### config.mk
export PLATFORM = sky130hd
export DESIGN_NAME = upsample_param
export DESIGN_NICKNAME = d
export VERILOG_FILES = /design/src/rtl/upsample_param.sv
export SDC_FILE = /design/constraint.sdc
export NUM_CORES = 1
export LEC_CHECK = 0
export ABC_CLOCK_PERIOD_IN_PS = 6110
export CELL_PAD_IN_SITES_DETAIL_PLACEMENT = 1
export CELL_PAD_IN_SITES_GLOBAL_PLACEMENT = 1
export CORE_ASPECT_RATIO = 0.6
export CORE_MARGIN = 1
export CORE_UTILIZATION = 41
export DETAILED_ROUTE_END_ITERATION = 10
export PLACE_DENSITY = 0.94
export SLEW_MARGIN = 5
export SYNTH_ARGS = -nofsm -noshare
export SYNTH_HDL_FRONTEND = slang
export SYNTH_SLANG_ARGS = --single-unit
### constraint.sdc
create_clock -name clk -period 6.11 [get_ports clk]
set_clock_uncertainty 0.2 [all_clocks]
set_input_delay 0.611 -clock clk [delete_from_list [all_inputs] [get_ports clk]]
set_output_delay 0.611 -clock clk [all_outputs]
set_load 0.05 [all_outputs]
### src/rtl/upsample_param.sv
// Interpolating upsampler: each accepted sample becomes an L-sample burst,
// either zero-stuffed or held, with valid/ready flow control on both sides.
module upsample_param #(
  parameter int WIDTH = 32,
  parameter int LMAX  = 8,
  parameter int LW    = $clog2(LMAX) + 1
) (
  input  logic                    clk,
  input  logic                    rst,
  input  logic [LW-1:0]           l_factor,
  input  logic                    mode,
  input  logic                    in_valid,
  output logic                    in_ready,
  input  logic signed [WIDTH-1:0] in_data,
  output logic                    out_valid,
  input  logic                    out_ready,
  output logic signed [WIDTH-1:0] out_data,
  output logic                    out_first,
  output logic                    out_last
);

  typedef enum logic {S_IDLE, S_BURST} state_t;

  state_t                  r_state;
  logic signed [WIDTH-1:0] r_out_data;
  logic signed [WIDTH-1:0] r_hold;
  logic                    r_first;
  logic                    r_last;
  logic                    r_mode;
  logic [LW-1:0]           r_phase;
  logic [LW-1:0]           r_l;

  logic                    w_accept;
  logic                    w_xfer;
  logic [LW-1:0]           w_l_clamped;
  logic [LW-1:0]           w_phase_nxt;

  function automatic logic [LW-1:0] clamp_factor(input logic [LW-1:0] f);
    if (f == '0)
      return LW'(1);
    if (f > LW'(LMAX))
      return LW'(LMAX);
    return f;
  endfunction

  function automatic logic signed [WIDTH-1:0] fill_sample(input logic       hold_mode,
                                                          input logic signed [WIDTH-1:0] held);
    return hold_mode ? held : '0;
  endfunction

  // A new sample may enter while idle, or as the last phase of the current burst leaves.
  assign out_valid   = (r_state == S_BURST);
  assign in_ready    = !out_valid || (out_ready && r_last);
  assign w_accept    = in_valid && in_ready;
  assign w_xfer      = out_valid && out_ready;
  assign w_l_clamped = clamp_factor(l_factor);
  assign w_phase_nxt = r_phase + LW'(1);

  assign out_data  = r_out_data;
  assign out_first = r_first;
  assign out_last  = r_last;

  always_ff @(posedge clk or negedge rst) begin
    if (!rst) begin
      r_state    <= S_IDLE;
      r_out_data <= '0;
      r_first    <= 1'b0;
      r_last     <= 1'b0;
      r_phase    <= '0;
      r_l        <= LW'(1);
      r_mode     <= 1'b0;
    end else if (w_accept) begin
      r_state    <= S_BURST;
      r_out_data <= in_data;
      r_first    <= 1'b1;
      r_last     <= (w_l_clamped == LW'(1));
      r_phase    <= '0;
      r_l        <= w_l_clamped;
      r_mode     <= mode;
    end else if (w_xfer) begin
      if (r_last) begin
        // Burst drained with nothing waiting: out_data keeps its last value.
        r_state <= S_IDLE;
        r_first <= 1'b0;
        r_last  <= 1'b0;
      end else begin
        r_phase    <= w_phase_nxt;
        r_out_data <= fill_sample(r_mode, r_hold);
        r_first    <= 1'b0;
        r_last     <= (w_phase_nxt == r_l - LW'(1));
      end
    end
  end

  // Held sample is pure data; it is only read after the accept that loads it.
  always_ff @(posedge clk) begin
    if (w_accept)
      r_hold <= in_data;
  end

endmodule

==> results.md <==
### Run status
- finished, final reports clean — result of the run

### Critical path
- buffers and inverters — family with the most delay on the worst path
- clkdlybuf4s50_1 — cell repeated most along the worst path
- 5300 ps — Worst EP required
- 2160 ps — data arrival time of the worst path
- input port — type of element launching the critical path
- 4 — Max Fanout on Critical Path
- clkdlybuf4s50_1 — CP max-delay cell
- clkdlybuf4s50_1, a21bo_2, clkdlybuf4s50_1 — chain of cells forming the critical path
- output pin — Setup crit end kind
- input port to output pin — type of the worst setup path
- 820 ps — max incr delay on CP
- 2 — number of buffers and inverters on the critical path

### Placed design
- 5.29 mm — final HPWL from detailed placement
- 3140 ps — pre-CTS WS
- 0.844 — GP Congestion
- 76 — number of port buffers

### Floorplanning
- 0.00730 mm² — core box area
- 0.00793 mm² — die area
- 24 — cell row count
- 77 — Top Ports
- 69.4 µm — die extent in y
- 114 µm — horizontal extent of the die
- 0.425 — effective utilization at floorplan

### Clock tree
- 0 — number of resized instances in the post-cts repair step
- 60 ps — clock transition at the register clock pins on the worst setup and hold paths after CTS
- built — clock tree from TritonCTS
- 0 — number of buffers inserted for hold repair after clock tree synthesis
- 9 — number of buffers created by CTS
- 0 — Post CTS Setup Buffer Count
- clkbuf_16 — CTS root buf
- 2 — CTS Buffer Depth
- 330 ps — source-to-sink clock delay at the later pin of the worst-skew pair
- 76 — # clock sinks
- 3 — H-tree depth

### Routing
- 4 — drt pass-1 iters
- 123 — violation count after the first detailed-routing iteration
- 2437 — via count
- 18.4 µm — Avg WL per Cell
- 0 — post-detailed-route count of antenna-violating nets
- 8.37 mm — total detailed-routing wirelength
- 0 — DRC violations left
- 5.34 — vias per cell

### Synth
- 0.579 — async set-reset flop share out of synthesis
- 318 — number of nets produced by synthesis
- 30 — count of cell types in the netlist
- 32 — EDFF count, synth
- dfrtp_1 — cell accounting for the most synthesized area
- 76 — number of synthesized register bits
- 0.665 — fraction of the yosys area taken by sequential cells
- 0.347 — Synth top area share
- 11.3 µm² — average cell area after synthesis
- dfrtp_1 — primary flip-flop cell chosen by synthesis mapping
- 0 — number of warnings printed during yosys synthesis
- 43 x dfrtp_1, 40 x nand2_1, 36 x nand3_1, 35 x nor2_1 — list of most frequent post-synthesis cells
- 0.00310 mm² — mapped cell area
- 0.0105 — post-synthesis mux area share
- simple AND/OR/NAND/NOR gates — combinational family with the most area after synthesis
- dfrtp_1 — most numerous cell in the Yosys netlist
- 275 — number of cells produced by synthesis
- 0.170 — Synth Area in Simple Gates
- 0.0834 — post-synthesis compound-gate area fraction
- dfrtp_1 35%, edfxtp_1 31%, a31oi_1 6.4%, nand3_1 5.8%, nand2_1 4.8% — cell types with the largest area share after synthesis
- 0.0226 — post-synthesis share of cell area spent on xor and xnor gates
- 0.00806 — share of synthesized cell area in full adder, half adder and majority cells

### Final layout
- 0.00206 mm² — Sequential cell area
- 0.0710 — proportion of layout cells with a drive suffix above 1
- 779 — count of filler cells inserted in the layout
- 0 — number of antenna cells inserted
- 35.7% — Syn-to-layout area delta
- 913 µm² — multi-input gate area in the final layout
- 390 — nets

### Timing
- 337 MHz — Achievable Freq
- 0.486 — share of the cycle needed by the critical path after routing
- 0 — pins over their slew limit
- 0 — final number of hold-violating endpoints
- 0 ps — total negative slack for setup checks
- no — RSZ-0062 raised after global routing
- 1160 ps — Worst Tran Pin Value
- 0 — count of endpoints failing setup in the final report
- 2970 ps — clock period minus worst slack
- 0.227 — Relative slew margins
- 3140 ps — least setup slack across all paths after layout

### GRT
- 0 — remaining global-route overflow
- 13.9 mm — first-pass GRT wire length
- 2712 — vias in the first global route
- 0 — antenna violations before repair
- 0.232 — overall track demand over capacity in global routing
- 76 — pin count of the biggest net entering global routing

### Power
- 1.66 nW — leakage power total
- 0.000236 V — Worst IR Drop VDD
- 567 mW/mm² — cell area power density

### Hold path
- input port to asynchronous set/reset pin — Tightest Hold Check Type

### Run
- 0 — max_cap viols

## path summary, 6_finish.rpt
kind / from / end / slack [ps] / cells past startpoint
worst max-delay path: out_ready / in_ready / 3140 / 3
worst min-delay path: rst / out_data[3] / 270 / 1
worst max register to register: out_valid / r_l[1] / 3740 / 6
worst min register to register: out_first / out_first / 310 / 2
max in group asynchronous: rst / out_data[24] / 4760 / 1
min in group clk: out_first / out_first / 310 / 2
## cell families after synthesis
| logic type | after synthesis |
|---|---|
| AOI/OAI and AO/OA | 42 |
| and+or+nand+nor | 121 |
| muxes | 3 |
| xor gates and xnor gates | 8 |
| buffers and inverters | 23 |
| adders and majority gates | 2 |
| DFF | 76 |
## area by class of cell
class                           count  share of cell area
Inverter                            4             0.00357
Sequential cell                    76               0.490
Timing Repair Buffer               80               0.187
Clock buffer                       12              0.0609
Tap cell                          104              0.0309
Multi-Input combinational cell    176               0.217
Clock inverter                      4              0.0113
## sequential cells by signal (all words and copies together) (netlist names)
name,flops
out_valid,1
out_first,1
r_mode,1
r_l,4
out_data,32
r_hold,32
r_phase,4
out_last,1
## through the flow
stage	utilization	power, mW	instance area [µm²]	std cells	hold slack (ps)
after floorplan	-	1.50	3100	275	115
after global placement	0.535	1.80	3910	440	271
after CTS	0.577	2.41	4210	456	306
after global routing	0.577	2.51	4210	456	328
after detailed placement	0.535	1.86	3910	440	291
final	0.577	2.39	4210	456	273
## layout by cell type (no fill, tap or decap), drive strengths merged
cell            n
clkdlybuf4s50  75
dfrtp          43
nand2          41
nand3          36
nor2           36
a31oi          32
edfxtp         32
clkbuf         12
o21ai           6
xnor2           5
buf             5
inv             4
xor2            3
clkinv          3
a21oi           2
mux2            2
ha              2
a21bo           1
nand2b          1
nand4b          1
or3             1
nand3b          1
nor3            1
nand4           1
nor4            1
nor2b           1
o221ai          1
mux2i           1
bufinv          1
dfstp           1
## worst register-to-register path, delay by kind of cell (launching register included)
family | cells | cell delay, ps
buffers and inverters | 3 | 1020
AO/OA/AOI/OAI | 2 | 550
flip-flops | 1 | 440
AND/OR/NAND/NOR | 1 | 70
## metal layers
metal / global-route usage / wire length [µm] / up-vias
met4: 0.0736 / 109 / 0
met3: 0.0638 / 498 / 14
met1: 0.299 / 3700 / 1227
met5: 0 / 0 / -
met2: 0.382 / 4070 / 81
li1: - / - / 1115
## where the power goes
part / switching [mW] / total (mW) / internal (mW)
sequential: 0.130 / 0.821 / 0.691
combinational: 0.682 / 1.03 / 0.353
clock: 0.196 / 0.533 / 0.337
total: 1.01 / 2.39 / 1.38
Note: power is estimated with default switching activity, not from simulation.
